### config.mk
export PLATFORM = sky130hd
export DESIGN_NAME = seq_ripple_adder
export DESIGN_NICKNAME = d
export VERILOG_FILES = /design/src/rtl/seq_ripple_adder.sv
export SDC_FILE = /design/constraint.sdc
export NUM_CORES = 1
export LEC_CHECK = 0
export BUFFER_PORTS_ARGS = -buffer_cell sky130_fd_sc_hd__buf_4
export CAP_MARGIN = 20
export CORE_MARGIN = 2
export CORE_UTILIZATION = 55
export CTS_BUF_LIST = sky130_fd_sc_hd__clkbuf_8
export DETAILED_ROUTE_END_ITERATION = 16
export PLACE_DENSITY = 0.82
export RECOVER_POWER = 25
export SLEW_MARGIN = 20
export SYNTH_ARGS = -nofsm -noshare
export SYNTH_HDL_FRONTEND = slang
export SYNTH_SLANG_ARGS = --single-unit
### constraint.sdc
create_clock -name clk -period 6.45 [get_ports clk]
set_input_delay 0.9675 -clock clk [delete_from_list [all_inputs] [get_ports clk]]
set_output_delay 0.9675 -clock clk [all_outputs]
set_load 0.05 [all_outputs]
### src/rtl/seq_ripple_adder.sv
// Multi-cycle ripple adder: adds CHUNK bits per cycle with an IDLE/BUSY/DONE handshake FSM.
// Optional macro SEQ_ADDER_OVF_EN adds a registered signed-overflow output ovf.
module seq_ripple_adder #(
  parameter int WIDTH = 28,
  parameter int CHUNK = 7
) (
  input  logic             clk,
  input  logic             rst,
  input  logic             in_valid,
  output logic             in_ready,
  input  logic [WIDTH-1:0] a,
  input  logic [WIDTH-1:0] b,
  input  logic             cin,
  output logic [WIDTH-1:0] sum,
  output logic             cout,
  output logic             out_valid,
  input  logic             out_ready
`ifdef SEQ_ADDER_OVF_EN
  ,
  output logic             ovf
`endif
);

  localparam int NCH = WIDTH / CHUNK;
  localparam int CW  = (NCH > 1) ? $clog2(NCH) : 1;
  localparam logic [CW-1:0] LAST = CW'(NCH - 1);

  typedef enum logic [1:0] {IDLE, BUSY, DONE} state_t;

  state_t           state;
  logic [WIDTH-1:0] opa;
  logic [WIDTH-1:0] opb;
  logic             carry;
  logic [CW-1:0]    cnt;

  logic [CHUNK-1:0] ca;
  logic [CHUNK-1:0] cb;
  logic [CHUNK-1:0] cs;
  logic             cco;

  function automatic logic [CHUNK:0] add_chunk(input logic [CHUNK-1:0] x,
                                               input logic [CHUNK-1:0] y,
                                               input logic             ci);
    return {1'b0, x} + {1'b0, y} + {{CHUNK{1'b0}}, ci};
  endfunction

  always_comb begin
    ca        = opa[int'(cnt)*CHUNK +: CHUNK];
    cb        = opb[int'(cnt)*CHUNK +: CHUNK];
    {cco, cs} = add_chunk(ca, cb, carry);
  end

`ifdef SEQ_ADDER_OVF_EN
  // Carry into the MSB is recovered from the MSB's own sum bit on the last chunk.
  logic cmsb;
  always_comb cmsb = ca[CHUNK-1] ^ cb[CHUNK-1] ^ cs[CHUNK-1];
`endif

  always_ff @(posedge clk) begin
    if (rst) begin
      state     <= IDLE;
      in_ready  <= 1'b1;
      out_valid <= 1'b0;
      sum       <= '0;
      cout      <= 1'b0;
      carry     <= 1'b0;
      cnt       <= '0;
`ifdef SEQ_ADDER_OVF_EN
      ovf       <= 1'b0;
`endif
    end else begin
      case (state)
        IDLE: begin
          if (in_valid) begin
            opa      <= a;
            opb      <= b;
            carry    <= cin;
            cnt      <= '0;
            in_ready <= 1'b0;
            state    <= BUSY;
          end
        end
        BUSY: begin
          sum[int'(cnt)*CHUNK +: CHUNK] <= cs;
          carry <= cco;
          if (cnt == LAST) begin
            cnt       <= '0;
            cout      <= cco;
            out_valid <= 1'b1;
            state     <= DONE;
`ifdef SEQ_ADDER_OVF_EN
            ovf       <= cmsb ^ cco;
`endif
          end else begin
            cnt <= cnt + 1'b1;
          end
        end
        DONE: begin
          // Consumption returns to IDLE only; a new accept needs the following cycle.
          if (out_ready) begin
            out_valid <= 1'b0;
            in_ready  <= 1'b1;
            state     <= IDLE;
          end
        end
        default: begin
          out_valid <= 1'b0;
          in_ready  <= 1'b1;
          state     <= IDLE;
        end
      endcase
    end
  end

endmodule

==> results of run 1 <==
## placed cells by master (no fill, tap or decap), types with 2 or more instances in the layout
master and count:
a211oi_1 4, a21oi_1 12, a22o_1 5, a22o_2 3
a22oi_1 22, buf_4 49, clkbuf_4 44, clkbuf_8 9
clkinv_4 3, dfxtp_1 36, edfxtp_1 56, fa_1 2
ha_1 12, inv_1 4, mux2i_1 2, mux4_2 14
nand2_1 4, nand2b_1 2, nor2_1 38, nor2b_1 2
nor3_1 3, o21ai_0 4, o22ai_1 2
## flip-flops by register name, summed over array words and instances (netlist names)
register / cells
carry: 1
cnt: 2
cout: 1
in_ready: 1
opa: 28
opb: 28
out_valid: 1
state: 2
sum: 28
## worst max-delay path: stages (launching register included)
cell,delay [ns]
dfxtp_1,0.85
mux4_2,0.43
fa_1,0.47
fa_1,0.44
a211oi_1,0.23
nor2_1,0.10
mux2i_1,0.13
o21ai_0,0.19
a22o_1,0.29
## per-stage QoR
step	total power, mW	hold WS, ns	area [um^2]	setup slack (ns)	utilization
floorplan	0.780	0.439	3760	0.700	-
global placement	0.834	0.465	4500	3.23	0.670
detailed placement	0.839	0.467	4500	3.19	0.670
CTS	1.22	0.480	4700	3.16	0.700
global route	1.26	0.523	4700	2.99	0.700
finish	1.21	0.487	4700	3.21	0.700
## worst max path at each step
| stage | to | slack (ns) | cells after the start |
|---|---|---|---|
| final | sum[20] | 3.21 | 8 |
| after global routing | sum[20] | 2.99 | 8 |
| after CTS | sum[20] | 3.16 | 8 |
| after detailed placement | sum[20] | 3.19 | 8 |
| after global placement | sum[20] | 3.23 | 8 |
| after floorplan | opa[0] | 0.70 | 3 |
## cell type report
class                           instances  share of cell area
Multi-Input combinational cell        151               0.274
Tap cell                               80              0.0213
Inverter                                4             0.00319
Sequential cell                        92               0.511
Clock buffer                            9              0.0263
Clock inverter                          7              0.0162
Timing Repair Buffer                   93               0.148
## cell usage after synthesis, types with 2 or more instances
cell       n
a22o_2     3
ha_1      12
a211oi_1   4
o21ai_0    4
inv_1      4
mux4_2    14
clkbuf_1   2
nor2_1    38
a21oi_1   12
mux2i_1    2
a22oi_1   22
o22ai_1    2
nor2b_1    2
nand2_1    4
edfxtp_1  56
buf_2      4
a22o_1     5
fa_1       2
buf_1      2
dfxtp_1   36
nor3_1     4
buf_4      3
nand2b_1   2
## power groups by stage
| stage | Clock, mW | Combinational, mW | Sequential, mW |
|---|---|---|---|
| 2_1_floorplan | 0 | 0.0982 | 0.681 |
| 3_3_place_gp | 0 | 0.166 | 0.669 |
| 3_5_place_dp | 0 | 0.170 | 0.670 |
| 4_1_cts | 0.394 | 0.171 | 0.656 |
| 5_1_grt | 0.421 | 0.185 | 0.658 |
| 6_report | 0.386 | 0.169 | 0.656 |
## cells by family after synthesis
logic type | count (synthesis)
AOI/OAI and AO/OA | 58
buffers and inverters | 15
adders and majority gates | 14
DFF | 92
xor gates and xnor gates | 1
and+or+nand+nor | 62
muxes | 16
## routing by layer
metal / up-vias / wire (um) / track usage
met3: 9 / 415 / 0.0590
li1: 1185 / - / -
met5: - / 0 / 0
met4: 0 / 115 / 0.0852
met1: 1161 / 2970 / 0.265
met2: 86 / 3560 / 0.347
==> run metrics, run 1 <==
Worst IR Drop VDD roughly 0.00023 V; Detail Route Antenna Nets 0; register cell area after layout 2400 um^2; mean post-synth cell area 14.6 um^2; number of buffer cells added on primary ports 91; floorplan die height roughly 87 um; hold depth 1; Synth warnings 0; number of antenna violations at the first check in global routing 0; FF-to-FF Start cnt[1]; Post-CTS Hold Buffers 0; vias post-DR 2441; insertion delay to the later sink of the worst-skew pair 0.37 ns; share of synthesized area spent on multiplexers 0.0893; FF-to-FF path depth 8; origin of the worst setup path cnt[1]; Final TNS setup 0 ns; Leakage Power 1.80 nW; nature of the critical path endpoint register; aggregate global routing overflow 0; most frequently used flop master after synthesis edfxtp_1; clock transition at the register clock pins on the worst setup and hold paths after CTS around 0.090 ns; Inserted Clock Buffers 9; DRC violation count after routing 0; async set-reset flop share out of synthesis 0; Iteration-0 DRC Markers ~120; vias in the first global route approximately 2500; detailed-routing iteration count for the pre-antenna-repair pass 5; sequential cell area fraction in the yosys report 0.640; number of sinks handled by clock tree synthesis 92; Max Root-Sink Buffers 2; synthesized area 3760 um^2; routed length per placed instance 16.2 um; register-to-register setup slack 3.21 ns; start-to-end type of the worst setup path reg -> reg; dominant combinational cell family by area after synthesis compound AO/OA/AOI/OAI gates; number of instances in the placed design 420; fraction of power spent switching nets 0.255; die area around 7500 um^2; relative contribution of the clock network to total power 0.319; number of levels the H-tree was split into 3; distinct cell type count of the synthesized netlist 42; post-synthesis simple-gate area fraction 0.0869; global-route total usage across every layer 0.211; largest clock skew in the final design just over 0.008 ns; area share of the largest cell type after synthesis 0.448; worst path arrival time ~3.5 ns; final wirelength a little over 7 mm; worst slew slack as a fraction of its limit 0.470; power density cells 257 nW/um^2; clock period minus worst slack between 3 and 4 ns; final hold violation count 0; Post-Synthesis Net Count 333; number of diodes added for antenna fixing 0; Worst Setup Start Kind register; part of the power in combinational logic 0.140; area share of xor/xnor cells in the synthesized design 0.00233; I/O Pins 92; setup fix buffers added after clock tree synthesis 0; area of the placeable core 6720 um^2; post-synthesis compound-gate area fraction 0.112; max_cap viols 0; vias per inst roughly 5.6; combined area of the multi-input logic cells 1290 um^2; highest fanout seen on the critical path 19; worst path required time between 6 and 7 ns; CTS resizes 0; width of the die 86.6 um; part of the total power dissipated in sequential elements 0.542; RSZ-0062 raised after global routing false; largest cells by area after synthesis edfxtp_1, dfxtp_1, mux4_2, a22oi_1, ha_1; share of the clock period used by the worst path after layout 0.503; clock tree from TritonCTS built; number of register bits inferred by synthesis 92; EDFF count, synth 56; post-route insts no fill 436; worst slew pin tran between 0.7 and 0.8 ns; Final Max Tran Viols 0; library cell occupying the most area in the post-synthesis netlist edfxtp_1; DP Wirelength 5.10 mm; Syn-to-layout area delta 25.2%; worst hold path type reg -> reg; num rows 30; sw power 0.309 mW; HP Start state[1]; global-route wire length before repair 11.9 mm; gate count after technology mapping 258; status finished, final reports clean; final estimated routing congestion in global placement 0.806; largest net degree at the start of global routing 57; starting density of the core 0.559; final net count about 430; Max Freq 308 MHz; root cell of the clock tree clkbuf_8; count of filler cells inserted in the layout 463; endpoint of the worst hold-timing path state[0]; adder-cell area share of the yosys netlist 0.0506; internal cell power between 0.9 and 1 mW; FF-to-FF End sum[20]; layout cells sized above 1 0.379; Finish-stage setup viols 0
Note: power is estimated with default switching activity, not from simulation.
==> run 2, diff against run 1 <==
Clock period 6.45 ns to 3.35 ns, I/O delays scaled along.
==> run metrics, run 2 (synthesis gave the netlist of run 1 again) <==
FF-to-FF Start cnt[0]; worst slew slack as a fraction of its limit 0.550 (+0.0802); highest fanout seen on the critical path 4 (-15); worst slew pin tran 0.675 ns (-0.119 ns); number of antenna violations at the first check in global routing 0 (unchanged); final estimated routing congestion in global placement 0.763 (-5.3%); floorplan die height 86.6 um (unchanged); root cell of the clock tree clkbuf_8; largest net degree at the start of global routing 57 (unchanged); number of buffer cells added on primary ports 91 (unchanged); final net count 429 (+0.70%); global-route total usage across every layer 0.212 (+0.000822); CTS resizes 0 (unchanged); origin of the worst setup path cnt[0]; Post-CTS Hold Buffers 0 (unchanged); insertion delay to the later sink of the worst-skew pair 0.36 ns (about the same); hold depth 1 (unchanged); Inserted Clock Buffers 9 (unchanged); Worst Setup Start Kind register; vias per inst 5.68 (+1.5%); final wirelength 7.39 mm (+4.8%); number of levels the H-tree was split into 3 (unchanged); Detail Route Antenna Nets 0 (unchanged); RSZ-0062 raised after global routing false; Syn-to-layout area delta 27.2%; setup fix buffers added after clock tree synthesis 0 (unchanged); Slowest Stage Delay on Critical Path 0.55 ns (-0.30 ns); nature of the critical path endpoint register; num rows 30 (unchanged); clock tree from TritonCTS built; Final Max Tran Viols 0 (unchanged); I/O Pins 92 (unchanged); Iteration-0 DRC Markers 120 (+4.3%); cells along the critical path mux4_2 > fa_1 > fa_1 > a211oi_1 > nor2_1 > mux2i_1 > o21ai_0 > a22o_1; start-to-end type of the worst setup path reg -> reg; power density cells 521 nW/um^2 (+100%); number of sinks handled by clock tree synthesis 92 (unchanged); die area 7510 um^2 (unchanged); share of the clock period used by the worst path after layout 0.895 (+0.392); DP Wirelength 5.24 mm (+2.7%); worst path required time 3.61 ns (-3.10 ns); DRC violation count after routing 0 (unchanged); status finished, final reports clean; worst hold path type in -> reg; aggregate global routing overflow 0 (unchanged); commonest non-fill, non-tap cell in the layout edfxtp_1; largest clock skew in the final design 0.0102 ns (+0.00213 ns); number of diodes added for antenna fixing 0 (unchanged); routed length per placed instance 16.8 um (+4.1%); Finish-stage setup viols 0 (unchanged); detailed-routing iteration count for the pre-antenna-repair pass 5 (unchanged); starting density of the core 0.559 (unchanged); Worst path most repeated cell fa_1; Worst IR Drop VDD 0.000380 V (+67%); Leakage Power 1.83 nW (+1.7%); FF-to-FF path depth 8 (unchanged); width of the die 86.6 um (unchanged); clock period minus worst slack 3.00 ns (-0.244 ns); global-route wire length before repair 11.9 mm (+0.58%); final hold violation count 0 (unchanged); clock transition at the register clock pins on the worst setup and hold paths after CTS 0.09 ns (about the same); max_cap viols 0 (unchanged); vias in the first global route 2486 (+1.3%); area of the placeable core 6720 um^2 (unchanged); Top Registers opa: 28 flops, opb: 28 flops, sum: 28 flops; worst path arrival time 3.25 ns (-0.25 ns); post-route total power 2.49 mW (+110%); Worst setup endpoint sum[20]; commonest cells after routing, fill and taps aside edfxtp_1, buf_4, clkbuf_4; Final TNS setup 0 ns (unchanged); FF-to-FF End sum[20]; register-to-register setup slack 0.35 ns (-2.86 ns); Critical Path Slowest Stage Cell mux4_2; vias post-DR 2495 (+2.2%); Max Root-Sink Buffers 2 (unchanged); layout cells sized above 1 0.387 (+0.00797); Max Freq 334 MHz (+8.2%)
-- run 2: cell types whose count changed in the layout (fill, tap and decap cells not counted), sizes merged --
cell,change
clkinv,-4
buf,+3
clkinvlp,+2
bufinv,+2
-- run 2: worst min path at each step --
stage,from,endpoint
final,a[23],opa[23]
after floorplan,state[1],state[0]
after global placement,state[1],state[0]
after global routing,b[4],opb[4]
after CTS,a[12],opa[12]
after detailed placement,sum[26],sum[26]
-- run 2: final cells by class --
cell class | count | area [um^2]
Multi-Input combinational cell | 151 | 1290
Inverter | 4 | 15.0
Clock inverter | 7 | 123
Timing Repair Buffer | 96 | 721
Sequential cell | 92 | 2400
Clock buffer | 9 | 124
Fill cell | 445 | 1940
Tap cell | 80 | 100
-- run 2: power by group --
| part | internal [mW] | total, mW | switching, mW |
|---|---|---|---|
| registers | 1.24 | 1.26 | 0.0184 |
| logic | 0.146 | 0.333 | 0.187 |
| clock network | 0.499 | 0.895 | 0.396 |
| total | 1.89 | 2.49 | 0.602 |
-- run 2: worst max-delay path: cells and delay by family, from the launching register on --
family | cells | cell delay, ns
adder cells (fa/ha/maj) | 2 | 0.92
AO/OA/AOI/OAI | 3 | 0.74
multiplexers | 2 | 0.69
flip-flops | 1 | 0.45
AND/OR/NAND/NOR | 1 | 0.10
-- run 2: per-layer routing --
layer / track usage / wire (um) / vias to the layer above
li1: - / - / 1188
met1: 0.268 / 3050 / 1197
met2: 0.356 / 3800 / 97
met3: 0.0543 / 421 / 13
met4: 0.0739 / 123 / 0
met5: 0 / 0 / -
-- run 2: through the flow --
| step | util | setup slack, ns | hold slack, ns | instance area, um^2 | instances |
|---|---|---|---|---|---|
| final | 0.711 | 0.352 | 0.316 | 4780 | 439 |
| after global placement | 0.674 | 0.484 | 0.457 | 4530 | 423 |
| after CTS | 0.711 | 0.332 | 0.292 | 4780 | 439 |
| after floorplan | - | 0.212 | 0.439 | 3770 | 258 |
| after detailed placement | 0.674 | 0.360 | 0.468 | 4530 | 423 |
| after global routing | 0.711 | 0.179 | 0.305 | 4780 | 439 |
